<file path="config.mk">
export PLATFORM = sky130hd
export DESIGN_NAME = bulk_stream_receiver
export DESIGN_NICKNAME = d
export VERILOG_FILES = /design/src/rtl/bulk_stream_pkg.sv /design/src/rtl/bulk_receiver_fifo.sv /design/src/rtl/bulk_stream_receiver.sv
export SDC_FILE = /design/constraint.sdc
export NUM_CORES = 1
export LEC_CHECK = 0
export ABC_CLOCK_PERIOD_IN_PS = 5900
export BUFFER_PORTS_ARGS = -buffer_cell sky130_fd_sc_hd__buf_4
export CELL_PAD_IN_SITES_DETAIL_PLACEMENT = 0
export CELL_PAD_IN_SITES_GLOBAL_PLACEMENT = 1
export CORE_MARGIN = 2
export CORE_UTILIZATION = 45
export DETAILED_ROUTE_END_ITERATION = 12
export MAX_ROUTING_LAYER = met4
export PLACE_DENSITY = 0.84
export SLEW_MARGIN = 20
export SYNTH_ARGS = -nofsm -noshare
export SYNTH_HDL_FRONTEND = slang
export SYNTH_SLANG_ARGS = --single-unit
</file>
<file path="constraint.sdc">
create_clock -name clock -period 5.9 [get_ports clock]
set_input_delay 0.59 -clock clock [delete_from_list [all_inputs] [get_ports clock]]
set_output_delay 0.59 -clock clock [all_outputs]
set_load 0.01 [all_outputs]
</file>
<file path="src/rtl/bulk_stream_pkg.sv">
// rtl/bulk_stream_pkg.sv - shared constants and payload type for the bulk stream receiver
package bulk_stream_pkg;

    localparam int STREAM_WIDTH   = 16;
    localparam int RX_FIFO_DEPTH  = 4;
    localparam int DROP_CNT_WIDTH = 8;

    typedef logic [STREAM_WIDTH-1:0] stream_value_t;

endpackage

</file>
<file path="src/rtl/bulk_receiver_fifo.sv">
// rtl/bulk_receiver_fifo.sv - receive FIFO storage, wrapping pointers and occupancy count
module bulk_receiver_fifo
    import bulk_stream_pkg::*;
#(
    parameter int WIDTH = STREAM_WIDTH,
    parameter int DEPTH = RX_FIFO_DEPTH
) (
    input  logic                     clock,
    input  logic                     reset,
    input  logic                     push,
    input  logic [WIDTH-1:0]         push_value,
    input  logic                     pop,
    output logic [WIDTH-1:0]         head_value,
    output logic [$clog2(DEPTH):0]   count
);

    localparam int PW = $clog2(DEPTH);
    localparam int CW = PW + 1;

    logic [WIDTH-1:0] mem [DEPTH];
    logic [PW-1:0]    wr_ptr;
    logic [PW-1:0]    rd_ptr;
    logic             pop_ok;

    // Popping an empty FIFO is ignored so the count can never underflow.
    assign pop_ok = pop && (count != '0);

    always_ff @(posedge clock) begin
        if (push) begin
            mem[wr_ptr] <= push_value;
        end
    end

    always_ff @(posedge clock) begin
        if (reset) begin
            wr_ptr <= '0;
            rd_ptr <= '0;
            count  <= '0;
        end else begin
            if (push) begin
                wr_ptr <= wr_ptr + PW'(1);
            end
            if (pop_ok) begin
                rd_ptr <= rd_ptr + PW'(1);
            end
            case ({push, pop_ok})
                2'b10:   count <= count + CW'(1);
                2'b01:   count <= count - CW'(1);
                default: count <= count;
            endcase
        end
    end

    assign head_value = (count == '0) ? '0 : mem[rd_ptr];

endmodule

</file>
<file path="src/rtl/bulk_stream_receiver.sv">
// rtl/bulk_stream_receiver.sv - value/enable stream to valid/ready bridge with overflow accounting
module bulk_stream_receiver
    import bulk_stream_pkg::*;
#(
    parameter int WIDTH = STREAM_WIDTH,
    parameter int DEPTH = RX_FIFO_DEPTH
) (
    input  logic                      clock,
    input  logic                      reset,
    input  logic [WIDTH-1:0]          in_value,
    input  logic                      in_enable,
    output logic [WIDTH-1:0]          out_value,
    output logic                      out_valid,
    input  logic                      out_ready,
    output logic [$clog2(DEPTH):0]    count,
    output logic                      overflow,
    output logic [DROP_CNT_WIDTH-1:0] drop_count,
    input  logic                      clear_overflow
);

    localparam int CW = $clog2(DEPTH) + 1;
    localparam logic [CW-1:0]             FULL_COUNT = CW'(DEPTH);
    localparam logic [DROP_CNT_WIDTH-1:0] DROP_MAX   = '1;

    logic full;
    logic pop;
    logic push;
    logic drop;

    assign out_valid = (count != '0);
    assign full      = (count == FULL_COUNT);
    assign pop       = out_valid && out_ready;
    // A pop frees a slot in the same cycle, so a full FIFO still accepts the beat.
    assign push      = in_enable && (!full || pop);
    assign drop      = in_enable && full && !pop;

    bulk_receiver_fifo #(
        .WIDTH (WIDTH),
        .DEPTH (DEPTH)
    ) u_fifo (
        .clock      (clock),
        .reset      (reset),
        .push       (push),
        .push_value (in_value),
        .pop        (pop),
        .head_value (out_value),
        .count      (count)
    );

    // A drop coinciding with a clear counts as the first drop after the clear.
    always_ff @(posedge clock) begin
        if (reset) begin
            overflow   <= 1'b0;
            drop_count <= '0;
        end else if (drop) begin
            overflow <= 1'b1;
            if (clear_overflow) begin
                drop_count <= DROP_CNT_WIDTH'(1);
            end else if (drop_count != DROP_MAX) begin
                drop_count <= drop_count + DROP_CNT_WIDTH'(1);
            end
        end else if (clear_overflow) begin
            overflow   <= 1'b0;
            drop_count <= '0;
        end
    end

endmodule

</file>
# Yosys cells after proc, flatten, opt, wreduce, memory -nomap -nowiden
# Memory sizes are Yosys's and may differ from the RTL's. A register that Yosys moved wholly into a read port is not among the register bits.
# Index checks and enable logic that the tools add are counted.
[totals] regBits=16 mem_bits_rw=64 input_bits=21 out_inout_bits=29 n_memories=1
[mem_list] name="u_fifo.mem" words=4 word_bits=16 read_ports=1 rd_ports_with_merged_regs=1 wr=1 line_no="bulk_receiver_fifo.sv:20" text="logic [WIDTH-1:0] mem [DEPTH];"
[op_classes] addsub=5 n_eq_ne=4 mux=12 n_reduce_logical=14
[ops] cell="two-way mux 8 bit" count=4
[ops] cell="two-way mux 16 bit" count=1
[ops] cell="adder 8 x 1 -> 8 bit, second input constant" count=1
[ops] cell="!= test 8 bit, second input constant" count=1
[ops] cell="case mux 3 bit (2 select lines)" count=1
[ops] cell="nonzero test 2 bit" count=3
[ops] cell="logical AND 1 bit" count=5
[ops] cell="adder 2 x 1 -> 2 bit, second input constant" count=2
[ops] cell="two-way mux 1 bit" count=4
[ops] cell="two-way mux 2 bit" count=2
[ops] cell="adder 3 x 1 -> 3 bit, second input constant" count=1
[ops] cell="equality test 3 bit, second input constant" count=1
[ops] cell="zero test 3 bit" count=1
[ops] cell="nonzero test 3 bit" count=1
[ops] cell="subtractor 3 x 1 -> 3 bit, second input constant" count=1
[ops] cell="equality test 2 x 1 -> 1 bit, second input constant" count=1
[ops] cell="equality test 2 bit, second input constant" count=1
[ops] cell="zero test 1 bit" count=2
[ops] cell="AND reduction 2 bit" count=1
[ops] cell="logical OR 1 bit" count=1

# Logic depth before layout (Yosys ltp)
# Gate-level depths: netlist of the first run.
[depth] word_depth=6 mapped_depth=10

# Modules after synthesis
# From an unflattened synthesis of the first run, not the netlist that was laid out.
[unflattened] hier_cells=207 area_unflattened_um2=3392.0
[modules_own_cells] module="bulk_receiver_fifo" instances=1 cells_per_inst=150 area_each_um2=2906.5 seq_area_each_um2=2102.0
[modules_own_cells] module="bulk_stream_receiver" instances=1 cells_per_inst=57 area_each_um2=485.5 seq_area_each_um2=180.2

# Worst setup path after synthesis of the first run
# Ideal clock, no wire load.
[synth_path] kind="in2reg" start="input out_ready" end="register u_fifo.count[2]" t_arrival_ns=2.604 t_required_ns=5.829 setup_slack_ns=3.225 path_stages=10 n_path_buf=1 path_cell_list="nor4b_4 -> and2b_2 -> clkbuf_1 -> inv_1 -> ha_1 -> inv_1 -> fa_1 -> xor2_1 -> or3_1 -> a21oi_1"
[synth_between] elab_chain_len=5 word_cells_on_any_way=8 classes_between="eq/ne: 2; mux: 1; reduce/logical: 5"
[synth_rtl] item="start: declaration" line_no="bulk_stream_receiver.sv:14" text="input logic out_ready,"
[synth_rtl] item="logical AND 1 bit *" line_no="bulk_stream_receiver.sv:32" text="assign pop = out_valid && out_ready;"
[synth_rtl] item="logical OR 1 bit" line_no="bulk_stream_receiver.sv:34" text="assign push = in_enable && (!full || pop);"
[synth_rtl] item="logical AND 1 bit" line_no="bulk_stream_receiver.sv:34"
[synth_rtl] item="equality test 2 x 1 -> 1 bit or equality test 2 bit (tied branches)" line_no="bulk_receiver_fifo.sv:46" text="case ({push, pop_ok})"
[synth_rtl] item="case mux 3 bit (2 select lines) or nonzero test 2 bit (tied branches)"
[synth_rtl] item="end signal: assignment" line_no="bulk_receiver_fifo.sv:47" text="2'b10: count <= count + CW'(1);"
[synth_rtl] item="end signal: assignment" line_no="bulk_receiver_fifo.sv:48" text="2'b01: count <= count - CW'(1);"
[synth_rtl] item="end signal: assignment" line_no="bulk_receiver_fifo.sv:49" text="default: count <= count;"
[synth_rtl] item="end: declaration" line_no="bulk_receiver_fifo.sv:14" text="output logic [$clog2(DEPTH):0] count"
# Every way passes the cells marked *; elsewhere a longest branch is shown, timed or not.
# A chain may end at the register's enable or synchronous reset.

==> results of run 1 <==
layout make-up:
class	count	area, µm²	share of cell area
clock buffers	9	123.9	0.03060
clock inverters	7	121.4	0.02998
well taps	99	123.9	0.03060
repair buffers	49	367.9	0.09088
flip-flops and latches	82	2283	0.5641
inverters	7	26.28	0.006492
multi-input cells	108	1001	0.2473
cells in the mapped netlist, types with 2 or more instances:
cell,count,area (µm²)
xor2_1,4,35.03
nand4_1,3,18.77
edfxtp_1,64,1922
nor4_1,3,18.77
nand2_1,4,15.01
mux4_2,16,360.4
nand3_1,5,25.02
xnor2_1,2,17.52
dfxtp_1,18,360.4
ha_1,6,75.07
or3_2,2,15.01
and2_1,21,131.4
nor2_1,13,48.80
inv_1,7,26.28
buf_2,2,10.01
mux2i_1,3,30.03
and2b_2,2,17.52
o31ai_1,2,15.01
clkbuf_1,7,26.28
o21ai_0,2,10.01
a21oi_1,7,35.03
metal layers:
layer / GRT usage / vias to the layer above
li1: - / 882
met1: 0.1802 / 902
met2: 0.2613 / 46
met3: 0.02671 / 11
met4: 0.07308 / 0
met5: - / -
power by group through the flow:
stage	Sequential [µW]	Combinational (µW)	Clock, µW
floorplan	712	274	0
global placement	744	413	0
detailed placement	747	418	0
CTS	734	419	495
global route	743	448	522
finish	732	409	485
cell families after synthesis:
kind of cell | after synthesis
compound gates | 14
xor+xnor | 6
fa+ha+maj | 7
buf+inv | 17
flops | 82
mux | 19
simple gates | 62
layout by cell type (no fill, tap or decap), types with 2 or more instances in the layout:
cell type,count
edfxtp_1,64
a21oi_1,7
xnor2_1,2
bufinv_16,3
nand2_1,4
mux2i_1,3
mux4_2,16
and2_1,21
ha_1,6
o21ai_0,2
inv_1,7
nand4_1,3
and2b_2,2
nor4_1,3
o31ai_1,2
nand3_1,5
xor2_1,4
nor2_1,13
inv_6,3
clkbuf_8,9
buf_4,49
dfxtp_1,17
or3_2,2
flip-flops by register name, summed over array words and instances (netlist names), named ones only:
signal and flops:
drop_count 8, overflow 1, u_fifo.count 3, u_fifo.mem 64, u_fifo.rd_ptr 2, u_fifo.wr_ptr 2
through the flow:
step | hold slack [ps] | util | area [µm²] | std cells | power, µW
detailed placement | 467.8 | 0.5269 | 3801 | 345 | 1166
global route | 431.4 | 0.5610 | 4048 | 361 | 1714
floorplan | 484.7 | - | 3349 | 207 | 985.5
CTS | 431.0 | 0.5609 | 4046 | 361 | 1648
finish | 440.0 | 0.5610 | 4048 | 361 | 1626
global placement | 461.9 | 0.5269 | 3801 | 345 | 1157
worst paths after layout:
check,start,to,slack [ps]
setup / recovery,flop,out_value[5],3340
hold reg to reg,overflow$_SDFFE_PP0P_,overflow$_SDFFE_PP0P_,480
setup reg to reg,u_fifo.count[0]$_SDFFE_PP0P_,u_fifo.count[2]$_SDFFE_PP0P_,3350
hold / removal,in_value[14],u_fifo.mem[0][14]$_DFFE_PP_,440
worst max-delay path, stage by stage (launching register included):
cell	delay, ps
dfxtp_2	720
mux4_2	570
and2_1	190
buf_4	150
==> summary.txt, run 1 <==
Yosys
  – Post-synthesis cell area: 3349 µm²
  – Synth Area in Compound Gates: 0.02876
  – Syn_area_per_cell: about 16 µm²
  – Synth Flop Type: edfxtp_1
  – Syn nets: roughly 240
  – Yosys reg bits: 82
  – Main combinational cell family by area after synthesis: multiplexers
  – Seq/Total Area, Yosys: 0.6814
  – Synth Area in Simple Gates: 0.1095
  – Post-synth ARST share: 0
  – XOR/XNOR share of the synthesized area: 0.01569
  – Cells after synthesis: 207
  – Adder-cell share of the synthesized area: 0.02839
  – Cell variety after synth: 35
  – Synth warnings: 0
  – EDFF count, synth: 64
  – Post-synthesis mux area share: 0.1165

Die
  – Rows: 31
  – Die Width: about 90 µm
  – IO Pins: 50
  – Core area: slightly above 7000 µm²
  – Initial Util: 0.4643
  – Die height: around 90 µm
  – Die area: roughly 8100 µm²

Setup path
  – Cells on worst reg2reg path: 9
  – Req. time, crit path: 5310 ps
  – Startpoint types: flop
  – Arr. time, crit path: between 1500 and 2000 ps
  – Worst Setup End Kind: primary output
  – CP Max Fanout: 16
  – Crit path kind: reg2out

Run
  – Max Cap Violations: 0

Route
  – Top routing layer in use: met4
  – Mean routed wirelength per cell: 15.86 µm
  – Number of vias per cell: 5.100
  – Antenna viol nets, final: 0
  – Met3 wire len: around 220 µm
  – Met1 WL: approximately 2400 µm
  – Vias after detailed routing: approximately 1800
  – DRT iter0 DRCs: 73
  – DRC: 0
  – Met2 routed WL: around 3000 µm
  – First-pass iteration count of the detailed router: 4
  – Post-Route WL: about 5700 µm

Clock network
  – # H-tree levels: 3
  – Clock sink count: between 80 and 90
  – Reg clk slew, reported paths: approximately 80 ps
  – Post-cts resize count: 0
  – CTS tree: built
  – CTS root buf: clkbuf_8
  – Post-CTS Setup Inserts: 0
  – Max Root-Sink Buffers: 2
  – Hold-fix buffers at CTS: 0
  – Worst-Skew Late Latency: ~340 ps
  – Cts bufs inserted: 9

Status
  – Status: completed

Placed design
  – RD Place Congestion: roughly 0.77
  – IO Port Bufs: between 40 and 50
  – Worst slack at placement: 3053 ps
  – Dpl hpwl: ~3700 µm

Min path
  – Hold crit path type: in2reg
  – Hold path cells: 1

Finish
  – Nets@finish: roughly 290
  – Filler Cell Count: 588
  – Share of cells above drive strength 1: 0.3397
  – # diodes: 0
  – Area delta synth->final: 20.84%

Global route
  – Gr ovfl total: 0
  – First-pass GRT wire length: about 9400 µm
  – GRT Util Overall: 0.1543
  – Largest net degree at the start of global routing: 20
  – Initial antenna violation count: 0
  – Vias in the first global route: about 1900

Timing
  – Rel. slew slack: 0.4502
  – Post-route setup TNS: 0 ps
  – Part of the cycle the worst path needs: 0.4334
  – Count of final max-slew check failures: 0
  – Worst slew pin tran: between 800 and 900 ps
  – Max Freq: between 0.3 and 0.4 GHz
  – Hold Fails Final Rpt: 0
  – Crit path time final: 2557 ps
  – Endpoints failing setup: 0
  – Clk_skew: a little under 9 ps
  – Final worst slack: about 3300 ps
  – RSZ-0062 raised after global routing: false

Power and ir drop
  – P_int: 1187 µW
  – P_leak: between 0.001 and 0.0015 µW
  – Clock power share: 0.299
  – Comb pwr share: 0.252
  – Sequential Power Share: 0.450
  – Sw Share: 0.2698
  – Peak supply drop: 0.0001494 V
  – Power density over the cells: 401.7 nW/µm²
  – Psw: 438.6 µW
No activity file was read; power rests on OpenSTA's default activity.
==> run 2, diff against run 1 <==
- ABC_AREA: not set -> 1
- ABC_CLOCK_PERIOD_IN_PS: 5900 -> 2200
- CORE_UTILIZATION: 45 -> 40
- PLACE_DENSITY: 0.84 -> 0.83
- clock period: 5.9 -> 2.2 ns (I/O delays scaled with it)
==> summary.txt, run 2 <==
Route
  – DRT iter0 DRCs: 105
  – First-pass iteration count of the detailed router: 4
  – Number of vias per cell: 4.887
  – DRC: 0
  – Mean routed wirelength per cell: 13.38 µm
  – Vias after detailed routing: ~2400
  – Post-Route WL: 6608 µm
  – Antenna viol nets, final: 0

Timing
  – RSZ-0062 raised after global routing: false
  – Part of the cycle the worst path needs: 0.9169
  – Final worst slack: roughly 180 ps
  – Hold Fails Final Rpt: 0
  – Post-route setup TNS: 0 ps
  – Rel. slew slack: 0.5961
  – Crit path time final: 2017 ps
  – Max Freq: between 0.4 and 0.5 GHz
  – Worst slew pin tran: between 600 and 700 ps
  – Endpoints failing setup: 0
  – Clk_skew: just over 7 ps
  – Count of final max-slew check failures: 0

Global route
  – Vias in the first global route: between 2000 and 2500
  – Gr ovfl total: 0
  – GRT Util Overall: 0.1461
  – Largest net degree at the start of global routing: 33
  – Initial antenna violation count: 0
  – First-pass GRT wire length: approximately 11000 µm

Finish
  – Biggest register: u_fifo.mem
  – Final non-filler cell total: a little under 500
  – Commonest non-fill, non-tap cells in the layout: nor2_1 (74), edfxtp_1 (64), buf_4 (58), o21ai_0 (39), a21oi_1 (31)
  – Nets@finish: 412
  – Area of the multi-input gates: 1027 µm²
  – Max reg flops: 64
  – Biggest registers after layout: u_fifo.mem (64), drop_count (8), u_fifo.count (3)
  – Most common cell after layout, fill and taps aside: nor2_1
  – Storage element area: between 2000 and 2500 µm²
  – Share of cells above drive strength 1: 0.2262
  – Post-route cell area: 4178 µm²
  – Area delta synth->final: 20.37%
  – Filler Cell Count: about 730
  – # diodes: 0

Clock network
  – # H-tree levels: 3
  – Post-cts resize count: 0
  – Max Root-Sink Buffers: 2
  – CTS root buf: clkbuf_8
  – Hold-fix buffers at CTS: 0
  – Worst-Skew Late Latency: 350 ps
  – Post-CTS Setup Inserts: 0
  – CTS tree: built
  – Reg clk slew, reported paths: approximately 90 ps
  – Cts bufs inserted: 9
  – Clock sink count: 82

Yosys
  – Synth Flop Type: edfxtp_1
  – Cell variety after synth: 28
  – EDFF count, synth: between 60 and 70
  – Most frequent cell after synthesis: nor2_1
  – Synth warnings: 0
  – Post-synthesis cell area: roughly 3500 µm²
  – Yosys reg bits: 82
  – Post-synth ARST share: 0
  – Top post-synthesis cells by area: edfxtp_1 (55%), dfxtp_1 (10%), nor2_1 (8.0%)
  – Cells after synthesis: roughly 330
  – Post-synth top area share: 0.5537
  – Seq/Total Area, Yosys: 0.6575
  – Largest area contributor in the netlist: edfxtp_1
  – Syn nets: 355
  – Post-synth top cells: nor2_1 (74), edfxtp_1 (64), o21ai_0 (39), a21oi_1 (31), nand2_1 (30)
  – Syn_area_per_cell: ~11 µm²

Setup path
  – Arr. time, crit path: 2260 ps
  – Crit path kind: reg2reg
  – Worst Setup End Kind: flop
  – R2r endpoint: u_fifo.count[2]$_SDFFE_PP0P_
  – CP Max Fanout: 9
  – Reg2reg start: u_fifo.count[2]$_SDFFE_PP0P_
  – Cells on worst reg2reg path: 11
  – Startpoint types: flop
  – R2R Setup Slk: about 180 ps
  – Req. time, crit path: roughly 2400 ps

Min path
  – Min-Delay Endpoint: u_fifo.mem[1][7]$_DFFE_PP_
  – Hold Path Origin: in_value[7]
  – Hold crit path type: in2reg
  – Hold path cells: 1

Placed design
  – RD Place Congestion: 0.8656
  – Dpl hpwl: between 4000 and 5000 µm
  – Worst slack at placement: around 240 ps
  – Inst Count DP: 478
  – Cell Area, Placed: between 3000 and 4000 µm²
  – IO Port Bufs: 49

Run
  – Max Cap Violations: 0

Power and ir drop
  – Post-layout total power: ~4200 µW
  – Peak supply drop: 0.0007285 V
  – Power density over the cells: between 1000 and 1500 nW/µm²
  – P_leak: 0.001636 µW

Die
  – Initial Util: 0.4182
  – Core area: 8299 µm²
  – Die Width: about 97 µm
  – Rows: 33
  – Die height: a little under 100 µm
  – Die area: 9438 µm²
  – IO Pins: 50

Status
  – Status: completed
-- run 2: how the worst max path moves through the flow --
stage / end / depth (start not counted) / slack [ps] / startpoint
final: u_fifo.count[2]$_SDFFE_PP0P_ / 11 / 180 / u_fifo.count[2]$_SDFFE_PP0P_
after global routing: u_fifo.count[2]$_SDFFE_PP0P_ / 11 / 20 / u_fifo.count[2]$_SDFFE_PP0P_
after CTS: u_fifo.count[2]$_SDFFE_PP0P_ / 11 / 200 / u_fifo.count[2]$_SDFFE_PP0P_
after detailed placement: u_fifo.count[2]$_SDFFE_PP0P_ / 11 / 240 / u_fifo.count[2]$_SDFFE_PP0P_
after global placement: u_fifo.count[2]$_SDFFE_PP0P_ / 11 / 270 / u_fifo.count[2]$_SDFFE_PP0P_
after floorplan: u_fifo.count[2]$_SDFFE_PP0P_ / 11 / 260 / u_fifo.count[0]$_SDFFE_PP0P_
-- run 2: area by class of cell --
class | instances | area share
flip-flops and latches | 82 | 0.5463
inverters | 27 | 0.02426
well taps | 105 | 0.03145
clock buffers | 9 | 0.02965
repair buffers | 58 | 0.1042
clock inverters | 7 | 0.01827
multi-input cells | 206 | 0.2459
-- run 2: metal layers --
layer  up-vias  GRT usage  wire (µm)
met5         -          -          0
met4         0    0.03684         89
met3         8    0.04460        347
met2        57     0.2452       3254
met1      1125     0.1728       2916
li1       1224          -          -
-- run 2: logic make-up after synthesis --
logic type	share of synthesized area
compound gates	0.1118
xor+xnor	0.002524
fa+ha+maj	0.02740
buf+inv	0.04650
flops	0.6575
simple gates	0.1543
-- run 2: power by group --
part / internal [µW] / switching, µW
combinational: 530 / 776
clock: 453 / 608
sequential: 1790 / 52.5
-- run 2: metrics by stage --
stage / util / hold WS [ps]
after floorplan: - / 318.9
after global placement: 0.4793 / 421.0
after detailed placement: 0.4793 / 423.0
after CTS: 0.5034 / 48.53
after global routing: 0.5034 / 40.37
final: 0.5034 / 62.15
-- run 2: critical path, cell delays in order (launching register included) --
cell and delay, ps:
dfxtp_1 350, inv_1 80, nor2_1 170, nand2_1 90
nand2_2 150, ha_1 170, inv_1 70, fa_1 390
a21oi_1 140, o21ai_0 110, o21ai_0 150, a21oi_1 60
==> run 3, diff against run 2 <==
- ABC_AREA: 1 -> not set
- CORE_MARGIN: 2 -> not set
- CORE_UTILIZATION: 40 -> 43
- PLACE_DENSITY: 0.83 -> 0.84
- SYNTH_HIERARCHICAL: not set -> 1
==> summary.txt, run 3 <==
Status
  – Status: finished, violations left
  – Failing checks: setup timing

Setup path
  – Arr. time, crit path: roughly 2500 ps
  – R2R Setup Slk: -50 ps
  – R2r endpoint: u_fifo/count[2]$_SDFFE_PP0P_
  – Crit path kind: reg2reg
  – Req. time, crit path: roughly 2500 ps
  – Cells on worst reg2reg path: 9
  – Worst Setup End Kind: flop
  – Crit path capture: u_fifo/count[2]$_SDFFE_PP0P_
  – Startpoint types: flop
  – CP Max Fanout: 3
  – CP startpoint: u_fifo/count[0]$_SDFFE_PP0P_
  – Reg2reg start: u_fifo/count[0]$_SDFFE_PP0P_

Yosys
  – Post-synth top area share: 0.5666
  – Most frequent cell after synthesis: edfxtp_1
  – Cells after synthesis: between 200 and 250
  – Post-synth ARST share: 0
  – Top post-synthesis cells by area: edfxtp_1 (57%), dfxtp_1 (11%), mux4_2 (6.6%)
  – EDFF count, synth: 64
  – Syn nets: around 240
  – Synth Flop Type: edfxtp_1
  – Synth warnings: 6
  – Cell variety after synth: 42
  – Largest area contributor in the netlist: edfxtp_1
  – Seq/Total Area, Yosys: 0.6728
  – Syn_area_per_cell: 16.39 µm²
  – Post-synth top cells: edfxtp_1 (64), dfxtp_1 (18), nor2b_1 (14), a21oi_1 (11)
  – Post-synthesis cell area: ~3400 µm²
  – Yosys reg bits: between 80 and 90

Die
  – Die Width: ~91 µm
  – Initial Util: 0.4412
  – Die height: around 91 µm
  – Core area: slightly below 8000 µm²
  – Die area: 8247 µm²
  – IO Pins: 50
  – Rows: 32

Route
  – Vias after detailed routing: between 1500 and 2000
  – Post-Route WL: roughly 5700 µm
  – Mean routed wirelength per cell: 15.06 µm
  – First-pass iteration count of the detailed router: 4
  – Antenna viol nets, final: 0
  – DRT iter0 DRCs: around 110
  – Number of vias per cell: roughly 5
  – DRC: 0

Global route
  – Largest net degree at the start of global routing: 19
  – Vias in the first global route: between 1500 and 2000
  – First-pass GRT wire length: roughly 9000 µm
  – Initial antenna violation count: 0
  – GRT Util Overall: 0.1518
  – Gr ovfl total: 0

Timing
  – Crit path time final: 2248 ps
  – Endpoints failing setup: 1
  – Post-route setup TNS: -48.11 ps
  – Final worst slack: -48.11 ps
  – Part of the cycle the worst path needs: 1.022
  – Rel. slew slack: 0.7443
  – Worst slew pin tran: 380.0 ps
  – Max Freq: 0.4448 GHz
  – RSZ-0062 raised after global routing: true
  – Hold Fails Final Rpt: 0
  – Count of final max-slew check failures: 0
  – Clk_skew: approximately 10 ps

Clock network
  – Reg clk slew, reported paths: 90 ps
  – # H-tree levels: 3
  – Max Root-Sink Buffers: 2
  – Hold-fix buffers at CTS: 0
  – Clock sink count: 82
  – CTS root buf: clkbuf_8
  – Worst-Skew Late Latency: 350 ps
  – CTS tree: built
  – Cts bufs inserted: 9

Power and ir drop
  – Sw Share: 0.2838
  – P_leak: about 0.0015 µW
  – Clock power share: 0.275
  – Sequential Power Share: 0.480
  – Comb pwr share: 0.244
  – Peak supply drop: just over 0.0003 V
  – Psw: 1072 µW
  – P_int: around 2700 µW
  – Power density over the cells: between 900 and 1000 nW/µm²

Finish
  – Post-route cell area: ~4200 µm²
  – Max reg flops: 64
  – Share of cells above drive strength 1: 0.3907
  – # diodes: 0
  – Area delta synth->final: 22.54%
  – Commonest non-fill, non-tap cells in the layout: buf_4 (64), edfxtp_1 (64), dfxtp_1 (15), nor2b_1 (14), a21oi_1 (11)
  – Biggest registers after layout: u_fifo/mem (64), drop_count (8), u_fifo/count (3)
  – Biggest register: u_fifo/mem
  – Filler Cell Count: 652
  – Nets@finish: between 300 and 400

Run
  – Max Cap Violations: 0

Min path
  – Hold crit path type: in2reg

Placed design
  – Dpl hpwl: ~3800 µm
  – Cell Area, Placed: a little under 4000 µm²
  – IO Port Bufs: a little under 50
  – RD Place Congestion: about 0.8
  – Worst slack at placement: -43.10 ps
[run 3: logic make-up after synthesis]
logic type | share of synthesized area
multiplexers | 0.1191
flip-flops | 0.6728
XOR/XNOR | 0.01033
AO/OA/AOI/OAI | 0.04168
adder cells (fa/ha/maj) | 0.02803
buffers and inverters | 0.02988
AND/OR/NAND/NOR | 0.09812
[run 3: timing repair]
action | in CTS | in global routing
setup endpoints to repair | 1 | 2
pin swaps | 0 | 3
setup buffers | 1 | 0
gates resized for setup | 0 | 2
[run 3: power by group through the flow]
stage	clock network, µW	logic, µW	registers, µW
floorplan	0	518	1860
detailed placement	0	918	1850
CTS	1070	932	1810
global placement	0	899	1840
finish	1040	923	1810
global route	1130	1000	1830
[run 3: final cells by class]
type	instances	area (µm²)	share of cell area
Sequential cell	82	2291	0.5512
Tap cell	102	127.6	0.03070
Clock inverter	7	68.82	0.01656
Timing Repair Buffer	64	480.5	0.1156
Multi-Input combinational cell	107	1027	0.2471
Clock buffer	9	123.9	0.02980
Inverter	10	37.54	0.009031
[run 3: critical path: stages (launching register included)]
cell	delay, ps
dfxtp_4	350
or4b_4	510
and2_4	160
inv_2	60
ha_4	130
inv_2	40
fa_2	330
xor2_1	150
or3_1	310
a21oi_1	140
[run 3: metal layers]
layer	up-vias	part of all wire	track usage
met5	-	0	-
met4	0	0.018	0.07672
met3	8	0.044	0.03367
met2	45	0.51	0.2437
met1	930	0.43	0.1810
li1	927	-	-
[run 3: worst min path at each step]
stage,startpoint,endpoint,slack (ps),depth (start not counted)
after floorplan,reset,drop_count[0]$_SDFFE_PP0P_,290,1
after global placement,in_value[0],u_fifo/mem[0][0]$_DFFE_PP_,420,1
after detailed placement,in_value[6],u_fifo/mem[2][6]$_DFFE_PP_,430,1
after CTS,in_value[6],u_fifo/mem[2][6]$_DFFE_PP_,50,1
after global routing,in_value[14],u_fifo/mem[2][14]$_DFFE_PP_,40,1
final,in_value[14],u_fifo/mem[2][14]$_DFFE_PP_,70,1
[run 3: through the flow]
stage | std cells | hold slack, ps | power [µW] | utilization
3_5_place_dp | 364 | 425.4 | 2770 | 0.5140
4_1_cts | 381 | 49.42 | 3815 | 0.5400
3_3_place_gp | 364 | 419.4 | 2743 | 0.5140
2_1_floorplan | 207 | 289.1 | 2377 | -
6_report | 381 | 65.44 | 3776 | 0.5407
5_1_grt | 381 | 43.10 | 3960 | 0.5407
